[src/rtl/simon_playback_seq_if.sv]
// Read port between the playback sequencer and the sequence memory.
// seq_val is valid the cycle after rd_en (registered memory).
interface simon_playback_seq_if #(
    parameter int ADDR_W = 4
);
    logic              rd_en;
    logic [ADDR_W-1:0] rd_addr;
    logic [1:0]        seq_val;

    modport master (
        output rd_en,
        output rd_addr,
        input  seq_val
    );

    modport slave (
        input  rd_en,
        input  rd_addr,
        output seq_val
    );
endinterface

[src/rtl/simon_playback_seq.sv]
// Simon round playback: lead-in, then fetch/capture/show/dark per entry.
// All outputs decode from registered state; counters count down to 1.
module simon_playback_seq #(
    parameter int ADDR_W    = 4,
    parameter int CNT_W     = 8,
    parameter int GAP_TICKS = 8,
    parameter int ON_TICKS  = 8,
    parameter int OFF_TICKS = 4
) (
    input  logic                clk_tick,
    input  logic                reset_n,
    input  logic                start,
    input  logic [ADDR_W-1:0]   length,
    input  logic                abort,
    simon_playback_seq_if.master mem,
    output logic [3:0]          led,
    output logic                busy,
    output logic                done,
    output logic [2:0]          state,
    output logic [ADDR_W-1:0]   step_idx
);

    typedef enum logic [2:0] {
        S_IDLE  = 3'd0,
        S_LEAD  = 3'd1,
        S_FETCH = 3'd2,
        S_CAPT  = 3'd3,
        S_SHOW  = 3'd4,
        S_DARK  = 3'd5,
        S_DONE  = 3'd6
    } state_t;

    // A tick count of 2^CNT_W truncates to 0, which still yields
    // 2^CNT_W cycles because the counter wraps down to 1.
    localparam logic [CNT_W-1:0] L_GAP = CNT_W'(GAP_TICKS);
    localparam logic [CNT_W-1:0] L_ON  = CNT_W'(ON_TICKS);
    localparam logic [CNT_W-1:0] L_OFF = CNT_W'(OFF_TICKS);

    state_t            r_state;
    logic [CNT_W-1:0]  r_cnt;
    logic [ADDR_W-1:0] r_len;
    logic [ADDR_W-1:0] r_step;
    logic [ADDR_W-1:0] r_addr;
    logic [1:0]        r_val;

    state_t            w_state_nxt;
    logic [CNT_W-1:0]  w_cnt_nxt;
    logic [ADDR_W-1:0] w_len_nxt;
    logic [ADDR_W-1:0] w_step_nxt;
    logic [ADDR_W-1:0] w_addr_nxt;
    logic [1:0]        w_val_nxt;
    logic              w_cnt_last;
    logic              w_last_step;

    assign w_cnt_last  = (r_cnt == CNT_W'(1));
    assign w_last_step = (r_step == r_len - ADDR_W'(1));

    // State and datapath registers with synchronous reset.
    always_ff @(posedge clk_tick) begin
        if (!reset_n) begin
            r_state <= S_IDLE;
            r_cnt   <= '0;
            r_len   <= '0;
            r_step  <= '0;
            r_addr  <= '0;
            r_val   <= '0;
        end else begin
            r_state <= w_state_nxt;
            r_cnt   <= w_cnt_nxt;
            r_len   <= w_len_nxt;
            r_step  <= w_step_nxt;
            r_addr  <= w_addr_nxt;
            r_val   <= w_val_nxt;
        end
    end

    // Next-state and datapath updates; abort overrides everything.
    always_comb begin
        w_state_nxt = r_state;
        w_cnt_nxt   = r_cnt;
        w_len_nxt   = r_len;
        w_step_nxt  = r_step;
        w_addr_nxt  = r_addr;
        w_val_nxt   = r_val;

        if (abort && (r_state != S_IDLE)) begin
            w_state_nxt = S_IDLE;
        end else begin
            unique case (r_state)
                S_IDLE: begin
                    if (start && !abort) begin
                        w_len_nxt  = length;
                        w_step_nxt = '0;
                        if (length == '0) begin
                            w_state_nxt = S_DONE;
                        end else begin
                            w_state_nxt = S_LEAD;
                            w_cnt_nxt   = L_GAP;
                        end
                    end
                end
                S_LEAD: begin
                    if (w_cnt_last) begin
                        w_state_nxt = S_FETCH;
                        w_addr_nxt  = r_step;
                    end else begin
                        w_cnt_nxt = r_cnt - CNT_W'(1);
                    end
                end
                S_FETCH: begin
                    w_state_nxt = S_CAPT;
                end
                S_CAPT: begin
                    w_val_nxt   = mem.seq_val;
                    w_cnt_nxt   = L_ON;
                    w_state_nxt = S_SHOW;
                end
                S_SHOW: begin
                    if (w_cnt_last) begin
                        w_cnt_nxt   = L_OFF;
                        w_state_nxt = S_DARK;
                    end else begin
                        w_cnt_nxt = r_cnt - CNT_W'(1);
                    end
                end
                S_DARK: begin
                    if (!w_cnt_last) begin
                        w_cnt_nxt = r_cnt - CNT_W'(1);
                    end else if (w_last_step) begin
                        w_state_nxt = S_DONE;
                    end else begin
                        w_step_nxt  = r_step + ADDR_W'(1);
                        w_addr_nxt  = r_step + ADDR_W'(1);
                        w_state_nxt = S_FETCH;
                    end
                end
                S_DONE: begin
                    w_state_nxt = S_IDLE;
                end
                default: begin
                    w_state_nxt = S_IDLE;
                end
            endcase
        end
    end

    // Outputs decoded from registered state only.
    always_comb begin
        mem.rd_en   = (r_state == S_FETCH);
        mem.rd_addr = r_addr;
        led         = (r_state == S_SHOW) ? (4'b0001 << r_val) : 4'b0000;
        busy        = (r_state != S_IDLE);
        done        = (r_state == S_DONE);
        state       = r_state;
        step_idx    = r_step;
    end

endmodule

[src/flat_wrapper.sv]
// flat-port wrapper written by rule: the top's interface ports become plain ports
module simon_playback_seq_flat 
#(
    parameter int ADDR_W    = 4,
    parameter int CNT_W     = 8,
    parameter int GAP_TICKS = 8,
    parameter int ON_TICKS  = 8,
    parameter int OFF_TICKS = 4
)
  (clk_tick, reset_n, start, length, abort, led, busy, done, state, step_idx, mem_rd_en, mem_rd_addr, mem_seq_val);
  simon_playback_seq_if #(.ADDR_W(ADDR_W)) mem_i ();
  input  logic clk_tick;
  input  logic reset_n;
  input  logic start;
  input  logic [ADDR_W-1:0] length;
  input  logic abort;
  output logic [3:0] led;
  output logic busy;
  output logic done;
  output logic [2:0] state;
  output logic [ADDR_W-1:0] step_idx;
  output wire logic [$bits(mem_i.rd_en)-1:0] mem_rd_en;
  output wire logic [$bits(mem_i.rd_addr)-1:0] mem_rd_addr;
  input wire logic [$bits(mem_i.seq_val)-1:0] mem_seq_val;
  assign mem_rd_en = mem_i.rd_en;
  assign mem_rd_addr = mem_i.rd_addr;
  assign mem_i.seq_val = mem_seq_val;
  simon_playback_seq #(.ADDR_W(ADDR_W), .CNT_W(CNT_W), .GAP_TICKS(GAP_TICKS), .ON_TICKS(ON_TICKS), .OFF_TICKS(OFF_TICKS)) u_core (.clk_tick(clk_tick), .reset_n(reset_n), .start(start), .length(length), .abort(abort), .mem(mem_i), .led(led), .busy(busy), .done(done), .state(state), .step_idx(step_idx));
endmodule
[config.mk]
export PLATFORM = sky130hd
export DESIGN_NAME = simon_playback_seq_flat
export DESIGN_NICKNAME = d
export VERILOG_FILES = /design/src/rtl/simon_playback_seq_if.sv /design/src/rtl/simon_playback_seq.sv /design/src/flat_wrapper.sv
export SDC_FILE = /design/constraint.sdc
export NUM_CORES = 1
export LEC_CHECK = 0
export CORE_UTILIZATION = 28
export CTS_BUF_LIST = sky130_fd_sc_hd__clkbuf_4 sky130_fd_sc_hd__clkbuf_8
export CTS_CLUSTER_SIZE = 24
export DETAILED_ROUTE_END_ITERATION = 12
export GPL_TIMING_DRIVEN = 0
export PLACE_DENSITY_LB_ADDON = 0.15
export SLEW_MARGIN = 0
export SYNTH_ARGS = -nofsm -noshare
export SYNTH_HDL_FRONTEND = slang
export SYNTH_SLANG_ARGS = --single-unit
export TNS_END_PERCENT = 5
[constraint.sdc]
create_clock -name clk_tick -period 3.82 [get_ports clk_tick]
set_input_delay 0.573 -clock clk_tick [delete_from_list [all_inputs] [get_ports clk_tick]]
set_output_delay 0.573 -clock clk_tick [all_outputs]
set_load 0.01 [all_outputs]
==> impl_metrics.yaml <==
run_status:
  status: "completed"
clock_tree:
  cts_buffer_depth: 2
  clock_latency_ps: 280
  hold_buffers: 0
  cts_max_level: 1
  cts-root-buf: "clkbuf_8"
  clk_pin_slew_worst_paths_ps: 100
  cts_tree: "built"
  postCtsSetupRepairBufs: 0
  cts_buffers: 3
  clock_sinks: 25
  cts_resized: 0
yosys:
  async_flop_share: 0
  ys_ff_latch: 25
  yosys_most_used_dff: "dfxtp_1"
  syn-num-nets: 202
  ys_warn_count: 0
  seq_area_frac_synth: 0.3325
  netlist_area_um2: 1505
  syn_area_per_cell_um2: 8.049
  postSynthCellCount: 187
  synth_cell_types: 45
  synth_edf_count: 0
worst_setup_path:
  cpPeakStageDelay_ps: 540
  worstSetupPathType: "reg -> out"
  cpMaxStageDelayCell: "clkdlybuf4s50_1"
  crit_path_cell_trace: "buf_2 -> nor2_1 -> nand3_1 -> nor2_1 -> clkdlybuf4s50_1"
  cpMostUsedCell: "nor2_1"
  worstSetupEndpointType: "output pin"
  cp.required_ps: 3250
  crit_path_max_fanout: 9
  critPathArrivalTime_ps: 1870
  worstSetupStartpointType: "register"
detailed_routing:
  vias: 1435
  ant_nets: 0
  wl_met2_mm: 1.808
  viasPerCell: 5.000
  wire_per_inst_um: 13.91
  dr.max_layer_used: "met4"
  dr.pass1.iters: 4
  drt_iter0_drc: 74
  met1_length_mm: 1.962
  drc_errors: 0
  met3_wirelength_um: 197
  routed_wl_mm: 3.991
placement:
  io_buffers: 26
  dp_slack_ps: 1250
  gp_congestion: 0.7905
  hpwl_mm: 2.923
  dpl.cell_count: 283
power:
  p_leak_nw: 0.6904
  peakVddDrop_mv: 0.1690
  powerDensity_nw_per_um2: 310.4
die:
  fp.dieW_um: 75.32
  rows: 26
  die-area_um2: 5673
  initial_core_util: 0.2928
  core_um2: 5140
  io_pins: 28
  die_h_um: 75.32
cells_and_area:
  seq_area_um2: 500.5
  fillers: 580
  stdcell_count: 287
  n_antenna_cell: 0
  multi_input_area_um2: 909.6
  drive_above_1_share: 0.06452
  areaGrowthSynthToFinish_pct: 26.35
  final_nets: 233
min_path:
  hold_path_class: "reg -> reg"
global_route:
  track_usage: 0.1509
  grt_pass1_wl_mm: 6.375
  grt_max_degree: 14
  antenna_found_initial: 0
  grt_pass1_vias: 1303
  gr-total-overflow: 0
timing:
  rsz0062_at_grt: "false"
  skew_ps: 6.689
  fin_ws_ps: 1382
  worst_slew_pin_slew_ps: 846.5
  setup_viol: 0
  fin_crit_sh: 0.6383
  hold_viol_final: 0
  relSlewSlack: 0.4285
  slew_viol_final: 0
  period_needed_ps: 2438
  max_freq_mhz: 410.1
  tns_ps: 0
job:
  drv_cap: 0
==> cells by family after synthesis <==
family / synth area share
compound gates: 0.1879
xor+xnor: 0.04655
fa+ha+maj: 0.04156
buf+inv: 0.06317
flops: 0.3325
mux: 0.07315
simple gates: 0.2552
==> synthesized netlist by cell type, types with 2 or more instances <==
master	number	area, um^2
or4_1	2	15.01
nand2_1	16	60.06
nand3b_1	2	15.01
a21oi_1	16	80.08
nand2b_1	2	12.51
mux2i_1	11	110.1
nor4_1	6	37.54
o211ai_1	3	22.52
inv_1	10	37.54
o21ai_0	6	30.03
a32o_1	2	20.02
or3_1	2	12.51
nor3_1	8	40.04
a32oi_1	2	17.52
clkbuf_1	3	11.26
xor2_1	3	26.28
nand4_1	2	12.51
ha_1	5	62.56
a311oi_1	3	26.28
nor2_1	19	71.32
dfxtp_1	25	500.5
or2_2	2	12.51
nor3b_1	2	15.01
buf_2	4	20.02
nand3_1	7	35.03
xnor2_1	5	43.79
==> final cells by class <==
cell class,instances,area share
multi-input cells,141,0.4783
flip-flops and latches,25,0.2632
repair buffers,26,0.1368
well taps,70,0.04605
plain buffers,10,0.02829
clock buffers,4,0.02566
inverters,11,0.02171
==> stage by stage <==
stage	instance area [um^2]	total power, mW	hold WS, ps	util
after global routing	1902	0.6282	537.5	0.3700
after floorplan	1505	0.3791	438.2	-
after CTS	1902	0.6020	497.9	0.3700
after detailed placement	1853	0.4232	484.1	0.3605
final	1902	0.5904	496.8	0.3700
after global placement	1853	0.4245	477.7	0.3605
==> final timing paths <==
check	start	to	slack, ps	cells after the start
max	u_core.state[1]	led[3]	1380	5
min	u_core.r_cnt[7]	u_core.r_cnt[7]	500	2
max reg2reg	u_core.r_cnt[1]	u_core.r_cnt[4]	1410	8
min reg2reg	u_core.r_cnt[7]	u_core.r_cnt[7]	500	2
==> registers in the layout, summed over array words and instances, names as in the netlist <==
| name | count |
|---|---|
| u_core.r_val | 2 |
| u_core.mem.rd_addr | 4 |
| u_core.step_idx | 4 |
| u_core.r_cnt | 8 |
| u_core.state | 3 |
| u_core.r_len | 4 |
==> critical path: cells and delay by family, from the launching register on <==
family,cells,cell delay [ps]
and+or+nand+nor,3,570
buffers and inverters,2,700
DFF,1,320
==> metal layers <==
| layer | vias up | track usage |
|---|---|---|
| li1 | 739 | - |
| met1 | 663 | 0.2084 |
| met2 | 31 | 0.2440 |
| met3 | 2 | 0.03175 |
| met4 | 0 | 0.03086 |
| met5 | - | 0 |
==> where the power goes <==
| group | internal, mW | switching, mW | total (mW) |
|---|---|---|---|
| combinational | 0.0572 | 0.0797 | 0.137 |
| clock | 0.0820 | 0.0908 | 0.173 |
| sequential | 0.271 | 0.00985 | 0.281 |
| total | 0.410 | 0.180 | 0.590 |
==> layout by cell type (no fill, tap or decap), types with 2 or more instances in the layout <==
| cell type | instances |
|---|---|
| clkdlybuf4s50_1 | 26 |
| dfxtp_1 | 25 |
| nor2_1 | 19 |
| nand2_1 | 16 |
| a21oi_1 | 16 |
| mux2i_1 | 11 |
| inv_1 | 10 |
| nor3_1 | 8 |
| nand3_1 | 7 |
| nor4_1 | 6 |
| o21ai_0 | 6 |
| xnor2_1 | 5 |
| ha_1 | 5 |
| buf_2 | 4 |
| clkbuf_1 | 3 |
| o211ai_1 | 3 |
| xor2_1 | 3 |
| a311oi_1 | 3 |
| clkbuf_8 | 3 |
| nand3b_1 | 2 |
| or4_1 | 2 |
| or2_2 | 2 |
| a32oi_1 | 2 |
| nand2b_1 | 2 |
| or3_1 | 2 |
| nor3b_1 | 2 |
| a32o_1 | 2 |
| nand4_1 | 2 |
(Power assumes the default switching activity.)
==> variant: new RTL, config.mk and constraints unchanged <==
Put a register stage on the output `led`, cleared by the reset. The value now appears one clock later. The other outputs are not delayed to match.
--- a/src/rtl/simon_playback_seq.sv
+++ b/src/rtl/simon_playback_seq.sv
@@ -37,2 +37,4 @@
     localparam logic [CNT_W-1:0] L_OFF = CNT_W'(OFF_TICKS);
+
+    logic [3:0] led_d;
 
@@ -150,3 +152,3 @@
         mem.rd_addr = r_addr;
-        led         = (r_state == S_SHOW) ? (4'b0001 << r_val) : 4'b0000;
+        led_d       = (r_state == S_SHOW) ? (4'b0001 << r_val) : 4'b0000;
         busy        = (r_state != S_IDLE);
@@ -157,2 +159,10 @@
 
+    always_ff @(posedge clk_tick) begin
+        if (!reset_n) begin
+            led <= '0;
+        end else begin
+            led <= led_d;
+        end
+    end
+
 endmodule
Function: same outputs for any inputs over 10 cycles, from zero or initial values and one cycle with reset_n low; that may be too few to reach the edited logic, so the function may still have changed.
==> variant against the original RTL <==
First-iteration DRC count decreased by 5.4%. Sequential share of layout area increased by 1.6 points. Largest power group unchanged. Critical path type unchanged. Synthesized cell count increased by 4.3%. Sequential cell count increased by 4. Power increased by 17%. Highest routed layer unchanged. Count of clock-buffer cells in the layout increased by 2. Routed wire length decreased by 0.18%. Setup slack got worse by 130 ps. Synthesized area increased by 9.0%. Non-clock buffer count increased by 1. Final cell count increased by 4.9%. Critical endpoint is now mem_rd_en. Cell area increased by 9.2%.
==> variant: results (changes against the original RTL) <==
* Unique masters post-synth at 46 (was 45)
* DR vias at 1484 (was 1435)
* Initial antenna violation count at 0 (unchanged)
* DP Wirelength at 2963 um (was 2923 um)
* Vias in the first global route at 1389 (was 1303)
* Leakage power at 0.7588 nW (was 0.6904 nW)
* Largest net degree at the start of global routing at 11 (was 14)
* WP data arrival at 1990 ps (was 1870 ps)
* CTS Buf Count at 5 (was 3)
* Crit path max fanout at 10 (was 9)
* Postcts setup bufs at 0 (unchanged)
* Clk slew on worst S/H paths at 70 ps (was 100 ps)
* Worst path slowest cell: clkdlybuf4s50_1 (unchanged)
* Wire per inst at 13.24 um (was 13.91 um)
* Xor/xnor share of the synthesized area at 0.04653 (was 0.04655)
* Gpl congestion at 0.7954 (was 0.7905)
* Nets at 243 (was 233)
* Post-synthesis async set-or-reset flop share at 0 (unchanged)
* Adder-cell share of the synthesized area at 0.03814 (was 0.04156)
* Maximum root-to-sink buffer count at 2 (unchanged)
* Root Buffer: clkbuf_8 (unchanged)
* Main synth FF type: dfxtp_1 (unchanged)
* Share of the synthesized area in the top cell type at 0.3539 (was 0.3325)
* CTS H-tree lvls at 2 (was 1)
* Max FFs per register at 8 (unchanged)
* First-pass detailed-route iteration total at 4 (unchanged)
* Final Skew at 7.124 ps (was 6.689 ps)
* Compound-Gate Fraction of Synth Area at 0.1747 (was 0.1879)
* Commonest cells post-synth: 29 x dfxtp_1, 22 x nor2_1, 21 x nand2_1 (was 25 x dfxtp_1, 19 x nor2_1, 16 x a21oi_1, 16 x nand2_1, 11 x mux2i_1)
* Ant diodes at 0 (unchanged)
* Mapped Nets at 210 (was 202)
* Worst Hold Class: register to register (unchanged)
* Overall routing resource usage at 0.1415 (was 0.1509)
* Area of the multi-input gates at 979.7 um2 (was 909.6 um2)
* Post-CTS Resized at 0 (unchanged)
* Status: complete, no violations (unchanged)
* Seq/Total Area, Yosys at 0.3539 (was 0.3325)
* First-pass GRT wire length at 6713 um (was 6375 um)
* DRT iter0 DRCs at 70 (was 74)
* Ys Warns at 0 (unchanged)
* Post-placement cell count at 293 (was 283)
* Post-placement cell area at 1991 um2 (was 1853 um2)
* Layout cell share with drive strength beyond 1 at 0.07860 (was 0.06452)
* Worst VDD drop at 0.1491 mV (was 0.1690 mV)
* Worst path max stage delay at about 530 ps
* Biggest register: u_core.r_cnt (unchanged)
* Fill cells at 612 (was 580)
* Clock Latency Late Sink at 280 ps (about the same)
* Multiplexer share of the synthesized area at 0.05492 (was 0.07315)
* CP top delay family: buffers and inverters (unchanged)
* Routed vias/inst at 4.930 (was 5.000)
* Max-Slew Margin vs Limit at 0.4795 (was 0.4285)
* Cell count after synthesis at 195 (was 187)
* Final Max Tran Viols at 0 (unchanged)
* Area contributors post-synth: dfxtp_1 35%, mux2i_1 5.5%, nor2_1 5.0% (was dfxtp_1 33%, mux2i_1 7.3%, a21oi_1 5.3%)
* PortBufs at 26 (unchanged)
## variant: cell count changes in the layout (fill, tap and decap cells not counted), sizes merged, moves of 3 or more
cell	unedited run	this run
a211oi	0	5
and2	1	4
clkbuf	7	13
a21oi	16	9
nand3	7	10
nor2	19	22
o21ai	7	3
nor4	6	3
dfxtp	25	29
buf	7	4
nand2	16	21
## variant: per-stage QoR
step	power, mW	worst slack, ps
2_1_floorplan	0.4107	1911
3_3_place_gp	0.4463	1100
3_5_place_dp	0.4460	1111
4_1_cts	0.7025	1235
5_1_grt	0.7307	1063
6_report	0.6895	1252
## variant: worst paths after layout
check | from | end | slack, ps | cells past startpoint
worst max-delay path | u_core.state[1] | mem_rd_en | 1250 | 4
worst min-delay path | u_core.r_val[0] | u_core.led[0] | 490 | 1
worst max register to register | u_core.r_len[0] | u_core.step_idx[2] | 1880 | 7
worst min register to register | u_core.r_val[0] | u_core.led[0] | 490 | 1
## variant: layout make-up
class | count | share of cell area
well taps | 72 | 0.04337
repair buffers | 26 | 0.1253
inverters | 9 | 0.01627
plain buffers | 11 | 0.02229
multi-input cells | 146 | 0.4717
clock inverters | 2 | 0.004819
clock buffers | 6 | 0.03675
flip-flops and latches | 29 | 0.2795
## variant: layer usage
metal	track usage	vias to the layer above	wire length, um
li1	-	760	-
met1	0.1955	679	1981
met2	0.2139	40	1748
met3	0.03140	5	196
met4	0.05000	0	57
met5	0	-	0
## variant: report_power, final
part / switching [mW] / internal [mW] / total (mW)
clock network: 0.117 / 0.133 / 0.250
registers: 0.0108 / 0.311 / 0.322
logic: 0.0659 / 0.0514 / 0.117
total: 0.194 / 0.496 / 0.689
